===== src/rtl/aes_pkg.sv =====
// Shared word/block geometry and packer state type for the receive-side AES buffer.
package aes_pkg;

  localparam int WORD_W          = 32;
  localparam int BLOCK_W         = 128;
  localparam int WORDS_PER_BLOCK = 4;

  typedef enum logic [1:0] {
    W0 = 2'd0,
    W1 = 2'd1,
    W2 = 2'd2,
    W3 = 2'd3
  } pack_state_t;

  // W3 rolls back to W0 through the natural 2-bit wrap.
  function automatic pack_state_t next_pack_state(input pack_state_t s);
    logic [1:0] nxt;
    nxt = s + 2'd1;
    return pack_state_t'(nxt);
  endfunction

endpackage


===== src/rtl/rcv_pack_fifo_if.sv =====
// Word-in / block-out bus of rcv_pack_fifo. almost_full exists only when ALMOST_FULL_EN is defined.
interface rcv_pack_fifo_if
  import aes_pkg::*;
#(
  parameter int DEPTH = 4
);
  localparam int CNT_W = $clog2(DEPTH) + 1;

  logic               clear;
  logic               wr_en;
  logic [WORD_W-1:0]  wr_data;
  logic               wr_ready;
  logic               deq;
  logic [BLOCK_W-1:0] fifo_out;
  logic               full;
  logic               empty;
  logic [CNT_W-1:0]   count;
  logic [1:0]         word_idx;
  logic               overflow_err;
`ifdef ALMOST_FULL_EN
  logic               almost_full;
`endif

  modport master (
    output clear, wr_en, wr_data, deq,
    input  wr_ready, fifo_out, full, empty, count, word_idx, overflow_err
`ifdef ALMOST_FULL_EN
    , input almost_full
`endif
  );

  modport slave (
    input  clear, wr_en, wr_data, deq,
    output wr_ready, fifo_out, full, empty, count, word_idx, overflow_err
`ifdef ALMOST_FULL_EN
    , output almost_full
`endif
  );

endinterface


===== src/rtl/rcv_pack_fifo_mem.sv =====
// fifo_mem: DEPTH x BLOCK_W register file, one synchronous write port, one asynchronous read port.
module fifo_mem
  import aes_pkg::*;
#(
  parameter int DEPTH = 4,
  localparam int AW   = $clog2(DEPTH)
) (
  input  logic               clk,
  input  logic               we,
  input  logic [AW-1:0]      waddr,
  input  logic [BLOCK_W-1:0] wdata,
  input  logic [AW-1:0]      raddr,
  output logic [BLOCK_W-1:0] rdata
);

  logic [BLOCK_W-1:0] mem [DEPTH];

  // NOTE: storage has no reset; unread entries are masked by the count/empty logic in the parent.
  always_ff @(posedge clk) begin
    if (we) mem[waddr] <= wdata;
  end

  assign rdata = mem[raddr];

endmodule


===== src/rtl/rcv_pack_fifo.sv =====
// rcv_pack_fifo: packs 4 x 32-bit words into 128-bit blocks and queues them in a FWFT FIFO.
// Optional almost_full output is built when ALMOST_FULL_EN is defined.
module rcv_pack_fifo
  import aes_pkg::*;
#(
  parameter int DEPTH = 4
) (
  input  logic           clk,
  input  logic           n_reset,
  rcv_pack_fifo_if.slave bus
);

  localparam int CNT_W  = $clog2(DEPTH) + 1;
  localparam int AW     = $clog2(DEPTH);
  localparam int PACK_W = BLOCK_W - WORD_W;

  pack_state_t        state;
  logic [PACK_W-1:0]  pack_q;
  logic [AW-1:0]      wptr;
  logic [AW-1:0]      rptr;
  logic [CNT_W-1:0]   count_q;
  logic               ovf_q;

  logic               full;
  logic               empty;
  logic               wr_ready;
  logic               accept;
  logic               push;
  logic               pop;
  logic [BLOCK_W-1:0] rdata;

  assign full     = (count_q == CNT_W'(DEPTH));
  assign empty    = (count_q == '0);
  // Only the closing word needs FIFO room; earlier words sit in the packer.
  assign wr_ready = !((state == W3) && full);

  assign accept = bus.wr_en && wr_ready && !bus.clear;
  assign push   = accept && (state == W3);
  assign pop    = bus.deq && !empty && !bus.clear;

  fifo_mem #(.DEPTH(DEPTH)) u_mem (
    .clk   (clk),
    .we    (push),
    .waddr (wptr),
    .wdata ({pack_q, bus.wr_data}),
    .raddr (rptr),
    .rdata (rdata)
  );

  // NOTE: sequential state uses non-blocking assignments so every register samples pre-edge values.
  always_ff @(posedge clk or negedge n_reset) begin
    if (!n_reset) begin
      state   <= W0;
      pack_q  <= '0;
      wptr    <= '0;
      rptr    <= '0;
      count_q <= '0;
      ovf_q   <= 1'b0;
    end else if (bus.clear) begin
      state   <= W0;
      pack_q  <= '0;
      wptr    <= '0;
      rptr    <= '0;
      count_q <= '0;
      ovf_q   <= 1'b0;
    end else begin
      if (accept) begin
        unique case (state)
          W0: pack_q[PACK_W-1          -: WORD_W] <= bus.wr_data;
          W1: pack_q[PACK_W-1-WORD_W   -: WORD_W] <= bus.wr_data;
          W2: pack_q[PACK_W-1-2*WORD_W -: WORD_W] <= bus.wr_data;
          W3: pack_q <= pack_q;
        endcase
        state <= next_pack_state(state);
      end

      if (bus.wr_en && !wr_ready) ovf_q <= 1'b1;

      if (push) wptr <= wptr + AW'(1);
      if (pop)  rptr <= rptr + AW'(1);

      unique case ({push, pop})
        2'b10:   count_q <= count_q + CNT_W'(1);
        2'b01:   count_q <= count_q - CNT_W'(1);
        default: count_q <= count_q;
      endcase
    end
  end

  assign bus.wr_ready     = wr_ready;
  assign bus.full         = full;
  assign bus.empty        = empty;
  assign bus.count        = count_q;
  assign bus.word_idx     = state;
  assign bus.overflow_err = ovf_q;
  assign bus.fifo_out     = empty ? '0 : rdata;

`ifdef ALMOST_FULL_EN
  assign bus.almost_full  = (count_q >= CNT_W'(DEPTH - 1));
`endif

endmodule

===== src/flat_wrapper.sv =====
// flat-port wrapper written by rule: the top's interface ports become plain ports
module rcv_pack_fifo_flat import aes_pkg::*;
#(
  parameter int DEPTH = 4
)
  (clk, n_reset, bus_clear, bus_wr_en, bus_wr_data, bus_deq, bus_wr_ready, bus_fifo_out, bus_full, bus_empty, bus_count, bus_word_idx, bus_overflow_err);
  rcv_pack_fifo_if #(.DEPTH(DEPTH)) bus_i ();
  input  logic clk;
  input  logic n_reset;
  input wire logic [$bits(bus_i.clear)-1:0] bus_clear;
  input wire logic [$bits(bus_i.wr_en)-1:0] bus_wr_en;
  input wire logic [$bits(bus_i.wr_data)-1:0] bus_wr_data;
  input wire logic [$bits(bus_i.deq)-1:0] bus_deq;
  output wire logic [$bits(bus_i.wr_ready)-1:0] bus_wr_ready;
  output wire logic [$bits(bus_i.fifo_out)-1:0] bus_fifo_out;
  output wire logic [$bits(bus_i.full)-1:0] bus_full;
  output wire logic [$bits(bus_i.empty)-1:0] bus_empty;
  output wire logic [$bits(bus_i.count)-1:0] bus_count;
  output wire logic [$bits(bus_i.word_idx)-1:0] bus_word_idx;
  output wire logic [$bits(bus_i.overflow_err)-1:0] bus_overflow_err;
  assign bus_i.clear = bus_clear;
  assign bus_i.wr_en = bus_wr_en;
  assign bus_i.wr_data = bus_wr_data;
  assign bus_i.deq = bus_deq;
  assign bus_wr_ready = bus_i.wr_ready;
  assign bus_fifo_out = bus_i.fifo_out;
  assign bus_full = bus_i.full;
  assign bus_empty = bus_i.empty;
  assign bus_count = bus_i.count;
  assign bus_word_idx = bus_i.word_idx;
  assign bus_overflow_err = bus_i.overflow_err;
  rcv_pack_fifo #(.DEPTH(DEPTH)) u_core (.clk(clk), .n_reset(n_reset), .bus(bus_i));
endmodule

===== config.mk =====
export PLATFORM = sky130hd
export DESIGN_NAME = rcv_pack_fifo_flat
export DESIGN_NICKNAME = d
export VERILOG_FILES = /design/src/rtl/aes_pkg.sv /design/src/rtl/rcv_pack_fifo_if.sv /design/src/rtl/rcv_pack_fifo_mem.sv /design/src/rtl/rcv_pack_fifo.sv /design/src/flat_wrapper.sv
export SDC_FILE = /design/constraint.sdc
export NUM_CORES = 1
export LEC_CHECK = 0
export BUFFER_PORTS_ARGS = -buffer_cell sky130_fd_sc_hd__buf_2
export CAP_MARGIN = 25
export CORE_MARGIN = 2
export CORE_UTILIZATION = 47
export DETAILED_ROUTE_END_ITERATION = 16
export PLACE_DENSITY = 0.76
export SLEW_MARGIN = 20
export SYNTH_ARGS = -nofsm -noshare
export SYNTH_HDL_FRONTEND = slang
export SYNTH_SLANG_ARGS = --single-unit

===== constraint.sdc =====
create_clock -name clk -period 4.3 [get_ports clk]
set_input_delay 0.43 -clock clk [delete_from_list [all_inputs] [get_ports clk]]
set_output_delay 0.43 -clock clk [all_outputs]
set_load 0.02 [all_outputs]

==> results of run 1 <==
==> layer usage <==
metal  global-route usage (%)  share of wire [%]  vias up
met3                     4.25                7.7      105
met4                     8.03                3.5        0
met1                     28.5                 40     6493
met2                     33.6                 49      530
met5                        0                  0        -
li1                         -                  -     5299
==> per-stage QoR <==
stage                     hold WS [ns]  instances  cell area, sq um
after floorplan                  0.134       1303             23700
after global placement           0.460       2091             25400
after detailed placement         0.459       2092             25400
after CTS                       0.0520       2203             27300
after global routing            0.0737       2204             27300
final                           0.0789       2205             27400
==> timing repair <==
action                     in CTS  in global routing
setup endpoints to repair       0                  0
hold buffers                    1                  0
hold endpoints to repair       36                  0
buffers inserted                0                  0
==> cell type report <==
type | instances | area share (%)
inverter | 5 | 0.0686
multi-input combinational | 600 | 19.5
timing repair buffer | 198 | 4.36
sequential | 618 | 65.9
clock inverter | 34 | 1.15
antenna | 2 | 0.0183
clock buffer | 76 | 5.85
tap | 672 | 3.07
==> how the worst max path moves through the flow <==
stage	from	end
after floorplan	u_core.bus.word_idx[1]$_DFFE_PN0P_	u_core.u_mem.mem[0][0]$_DFFE_PP_
after global placement	u_core.bus.count[0]$_DFFE_PN0P_	bus_fifo_out[2]
after detailed placement	u_core.bus.count[1]$_DFFE_PN0P_	u_core.bus.count[2]$_DFFE_PN0P_
after CTS	u_core.bus.count[0]$_DFFE_PN0P_	bus_fifo_out[6]
after global routing	u_core.bus.count[0]$_DFFE_PN0P_	bus_fifo_out[6]
final	u_core.bus.count[0]$_DFFE_PN0P_	bus_fifo_out[6]
==> registers in the layout, summed over array words and instances (netlist names) <==
register	cells
u_core.rptr	2
u_core.bus.word_idx	2
u_core.u_mem.mem	512
u_core.bus.count	3
u_core.wptr	2
u_core.bus.overflow_err	1
u_core.pack_q	96
==> power by group <==
part | leakage, uW | internal (uW) | switching, uW | total, uW
sequential | 0.00620 | 6530 | 74.0 | 6610
clock | 0.000949 | 2920 | 2150 | 5070
combinational | 0.00258 | 770 | 1200 | 1970
==> synth_stat cells (2+ instances only) <==
cell type / number / area share [%]
nor3_1: 2 / 0.042
mux4_2: 128 / 12
clkbuf_1: 43 / 0.68
mux2_2: 2 / 0.095
nor2_1: 7 / 0.11
nand2_1: 197 / 3.1
and3_1: 3 / 0.079
buf_1: 10 / 0.16
and2_1: 132 / 3.5
xor2_1: 3 / 0.11
nand3_1: 5 / 0.11
buf_2: 26 / 0.55
a21oi_1: 97 / 2.0
ha_1: 8 / 0.42
inv_1: 5 / 0.079
nand2b_1: 2 / 0.053
dfrtp_1: 106 / 11
nor2b_1: 2 / 0.053
edfxtp_1: 512 / 65
==> critical path, cell delays in order (launching register included) <==
cell	delay, ns
dfrtp_1	0.48
or3_4	0.52
buf_4	0.58
and2_1	0.24
buf_2	0.17
==> kinds of logic (layout without fill, tap and decap cells) <==
kind of cell / count (synthesis) / count (layout)
adders and majority gates: 9 / 9
muxes: 132 / 132
xor gates and xnor gates: 4 / 4
and+or+nand+nor: 354 / 354
buffers and inverters: 85 / 313
AOI/OAI and AO/OA: 101 / 101
DFF: 618 / 618
other: 0 / 2
==> results.py, run 1 <==
metrics = {
    "run_status": {
        "status": "finished, final reports clean",
    },
    "final_layout": {
        "drive_gt1_share_pct": 28.2,
        "multiInputGateArea_sq_um": 5350,
        "seq_area_sq_um": 18000,
        "n_fill_cell": 3784,
        "final_common_cell": "edfxtp_1",
        "finish.utilization_pct": 54.7,
        "syn_to_final_growth_pct": 15.3,
        "nets": 1527,
        "mostFrequentLayoutCells": "edfxtp_1, nand2_1, buf_2, mux4_2, and2_1",
    },
    "grt": {
        "gr-total-overflow": 0,
        "antenna_found_initial": 2,
        "grt_usage_pct": 20.9,
        "grt_max_degree": 85,
        "grt_pass1_wl_um": 80800,
        "grt_pass1_vias": 12500,
    },
    "sta": {
        "relSlewSlack_pct": 41.5,
        "min_period_ns": 3.13,
        "setup_tns_ns": 0,
        "finalSetupViolCount": 0,
        "fmax_ghz": 0.319,
        "rsz0062_at_grt": "false",
        "worst_slew_pin_slew_ns": 0.877,
        "drv_slew": 0,
        "worst_slack_ns": 1.17,
        "clock_skew_ns": 0.0186,
        "period_share_pct": 72.9,
        "hold_violations": 0,
    },
    "worst_setup_path": {
        "worstSetupStartpointType": "flop",
        "endpoint_kind": "output pin",
        "ff2ff_setup_slack_ns": 1.74,
        "crit_fanout": 75,
        "worstPathArrival_ns": 2.70,
        "critical_path_class": "reg -> out",
        "required_ns": 3.87,
        "r2r_end": "u_core.bus.count[2]$_DFFE_PN0P_",
        "r2r_cells": 7,
        "rr_startpoint": "u_core.bus.count[1]$_DFFE_PN0P_",
    },
    "power": {
        "p_leak_uw": 0.00973,
        "power.total_uw": 13600,
        "pwr_density_cell_nw_per_um2": 499,
        "irDropWorstVdd_uv": 370,
    },
    "placement": {
        "gp_congestion": 0.779,
        "portBuffers": 173,
        "place_ws_ns": 1.72,
        "dp_hpwl_um": 32300,
    },
    "clock_network": {
        "clk_latency_ns": 0.61,
        "h-tree-depth": 2,
        "cts_resized": 0,
        "cts.sinks": 618,
        "root_buffer": "clkbuf_16",
        "cts_made_buffers": 58,
        "clockBufferDepth": 3,
        "cts.clk_slew.worst_paths_ns": 0.06,
        "cts_tree": "done",
    },
    "synth": {
        "synth-simple-area-share_pct": 7.20,
        "avgSynthCellArea_sq_um": 18.2,
        "synth.mux.area_fraction_pct": 12.4,
        "synthCells": 1303,
        "yosysUniqueCellTypes": 32,
        "synth_compound_area_share_pct": 2.26,
        "async_reset_ff_share_pct": 17.2,
        "synth-edff-count": 512,
        "syn_area_sq_um": 23700,
        "ys_seq_elements": 618,
        "syn_nets": 1349,
        "synthXorXnorAreaFrac_pct": 0.148,
        "synthAdderAreaFrac_pct": 0.506,
        "ys.flop_type": "edfxtp_1",
        "seq_area_frac_synth_pct": 76.0,
        "yosysWarnings": 0,
        "synth_top_family_by_area": "multiplexers",
    },
    "detailed_routing": {
        "drt_first_pass_iters": 6,
        "via_count": 12400,
        "wl_per_cell_um": 24.6,
        "avgViaCountPerCell": 5.64,
        "drc_errors": 0,
        "drt-total-wl_um": 54300,
        "ant_nets": 0,
        "drt_iter0_drc": 1178,
    },
    "floorplanning": {
        "die_h_um": 229,
        "die_x_um": 229,
        "io-pin-count": 174,
        "initial_core_util_pct": 47.5,
        "rows": 82,
        "core_area_sq_um": 50000,
        "die-area_sq_um": 52300,
    },
    "run": {
        "cap_violations": 0,
    },
    "min_path": {
        "hold_depth": 2,
        "hold_end": "u_core.bus.overflow_err$_DFFE_PN0P_",
        "hold_path_class": "in -> reg",
        "hp-start": "bus_clear",
    },
}
Note: power is estimated with default switching activity, not from simulation.
==> run 2, diff against run 1 <==
clock period = 2.54 ns   (was 4.3 ns; I/O delays follow)
==> results.py, run 2 (synthesis results as in run 1) <==
metrics = {
    "min_path": {
        "hp-start": "bus_wr_data[14]",
        "hold_end": "u_core.pack_q[78]$_DFFE_PN0P_",
        "hold_path_class": "in -> reg",
        "hold_depth": 3,
    },
    "sta": {
        "rsz0062_at_grt": "true",
        "finalSetupViolCount": 42,
        "fmax_ghz": 0.386,
        "drv_slew": 0,
        "relSlewSlack_pct": 49.6,
        "min_period_ns": 2.59,
        "worst_slew_pin_slew_ns": 0.756,
        "worst_slack_ns": -0.0496,
        "hold_violations": 0,
        "setup_tns_ns": -0.769,
        "period_share_pct": 102,
        "clock_skew_ns": 0.0220,
    },
    "power": {
        "pwr_density_cell_nw_per_um2": 844,
        "irDropWorstVdd_uv": 658,
        "p_leak_uw": 0.0102,
        "power_frac_comb_pct": 18.1,
        "clock_power_share_pct": 35.9,
        "switchingPower_uw": 6000,
        "seqPwrFrac_pct": 46.1,
        "power.internal_uw": 18300,
        "netSwitchingFraction_pct": 24.7,
    },
    "grt": {
        "grt_usage_pct": 21.3,
        "grt_max_degree": 73,
        "antenna_found_initial": 1,
        "grt_pass1_wl_um": 81700,
        "gr-total-overflow": 0,
        "grt_pass1_vias": 12900,
    },
    "clock_network": {
        "cts_made_buffers": 58,
        "h-tree-depth": 2,
        "cts_tree": "done",
        "cts.sinks": 618,
        "cts.clk_slew.worst_paths_ns": 0.06,
        "clockBufferDepth": 3,
        "root_buffer": "clkbuf_16",
        "clk_latency_ns": 0.62,
    },
    "run_status": {
        "status": "complete, but fails checks",
        "violations": "setup timing",
    },
    "final_layout": {
        "mostFrequentLayoutCells": "edfxtp_1, nand2_1, mux4_2, buf_2, dfrtp_1",
        "antenna_cells": 0,
        "syn_to_final_growth_pct": 21.3,
        "nets": 1583,
        "largest_register_ffs": 512,
        "drive_gt1_share_pct": 32.7,
        "regMostFlops": "u_core.u_mem.mem",
        "final_common_cell": "edfxtp_1",
        "final_area_sq_um": 28800,
    },
    "floorplanning": {
        "die_h_um": 229,
        "die-area_sq_um": 52300,
        "die_x_um": 229,
        "io-pin-count": 174,
        "initial_core_util_pct": 47.5,
        "rows": 82,
        "core_area_sq_um": 50000,
    },
    "worst_setup_path": {
        "rr_startpoint": "u_core.bus.count[1]$_DFFE_PN0P_",
        "crit_fanout": 7,
        "worstPathArrival_ns": 2.34,
        "slowest_delay_ns": 0.51,
        "crit_chain": "buf_12 -> buf_12 -> clkbuf_16 -> mux4_2 -> and2_4 -> buf_6",
        "crit_slowest_cell": "mux4_2",
        "critical_path_class": "reg -> out",
        "required_ns": 2.29,
        "endpoint_kind": "output pin",
        "r2r_end": "u_core.bus.count[2]$_DFFE_PN0P_",
        "critPathBufInv": 4,
        "cp_top_family": "buffers and inverters",
        "crit_top_cell": "buf_12",
        "ff2ff_setup_slack_ns": 0.28,
        "r2r_cells": 7,
        "worstSetupStartpointType": "flop",
    },
    "detailed_routing": {
        "drt-total-wl_um": 56100,
        "drt_first_pass_iters": 6,
        "avgViaCountPerCell": 5.60,
        "wl_per_cell_um": 24.8,
        "via_count": 12700,
        "ant_nets": 0,
        "drc_errors": 0,
        "drt_iter0_drc": 1238,
    },
    "placement": {
        "place_area_sq_um": 25600,
        "portBuffers": 173,
        "dp_hpwl_um": 32200,
        "gp_congestion": 0.800,
    },
    "run": {
        "cap_violations": 0,
    },
}
run 2: cell type report:
class | count | area [sq um]
repair buffers | 254 | 2420
clock buffers | 84 | 1680
inverters | 5 | 18.8
multi-input cells | 600 | 5490
clock inverters | 26 | 280
fillers | 3677 | 21200
flip-flops and latches | 618 | 18000
well taps | 672 | 841
run 2: how the worst max path moves through the flow:
| stage | startpoint | to | slack [ns] | cells past startpoint |
|---|---|---|---|---|
| after global placement | u_core.bus.count[1]$_DFFE_PN0P_ | u_core.bus.count[2]$_DFFE_PN0P_ | 0.36 | 7 |
| after CTS | u_core.rptr[0]$_DFFE_PN0P_ | bus_fifo_out[66] | -0.1 | 5 |
| after floorplan | u_core.bus.count[2]$_DFFE_PN0P_ | u_core.u_mem.mem[0][0]$_DFFE_PP_ | 0.01 | 4 |
| after detailed placement | u_core.bus.count[1]$_DFFE_PN0P_ | u_core.bus.count[2]$_DFFE_PN0P_ | 0.33 | 7 |
| final | u_core.rptr[0]$_DFFE_PN0P_ | bus_fifo_out[60] | -0.05 | 6 |
| after global routing | u_core.rptr[0]$_DFFE_PN0P_ | bus_fifo_out[84] | -0.11 | 6 |
run 2: power by group through the flow:
| stage | sequential (uW) | combinational [uW] | clock, uW |
|---|---|---|---|
| final | 11200 | 4390 | 8710 |
| after global routing | 11200 | 4660 | 9240 |
| after CTS | 11200 | 3950 | 8840 |
| after detailed placement | 11400 | 3420 | 0 |
| after global placement | 11400 | 3400 | 0 |
| after floorplan | 11400 | 2290 | 0 |
run 2: worst register-to-register path: cells and delay by family, from the launching register on:
kind,cells,cell delay (ns)
AOI/OAI and AO/OA,1,0.16
adders and majority gates,1,0.38
DFF,1,0.47
muxes,1,0.31
and+or+nand+nor,4,0.82
run 2: routing by layer:
layer	routed length (um)	track usage, %
met2	27600	34.2
met1	21400	28.3
met5	13	0
met4	1710	7.54
met3	5270	5.61
run 2: timing repair:
item,CTS,global route
hold buffers,25,0
hold endpoints to repair,108,0
endpoints found under the setup margin,128,116
buffers inserted,8,0
gates resized for setup,60,131
cloned,7,5
run 2: stage by stage:
stage                     instances  setup slack [ns]  power, uW  hold WS [ns]  util [%]
final                          2259           -0.0496      24300        0.0334      57.6
after global placement         2105             0.359      14800         0.251      51.2
after CTS                      2255           -0.0973      24000       0.00148      56.6
after global routing           2259            -0.109      25100        0.0355      57.6
after floorplan                1303            0.0106      13600       -0.0416         -
after detailed placement       2105             0.331      14800         0.259      51.2
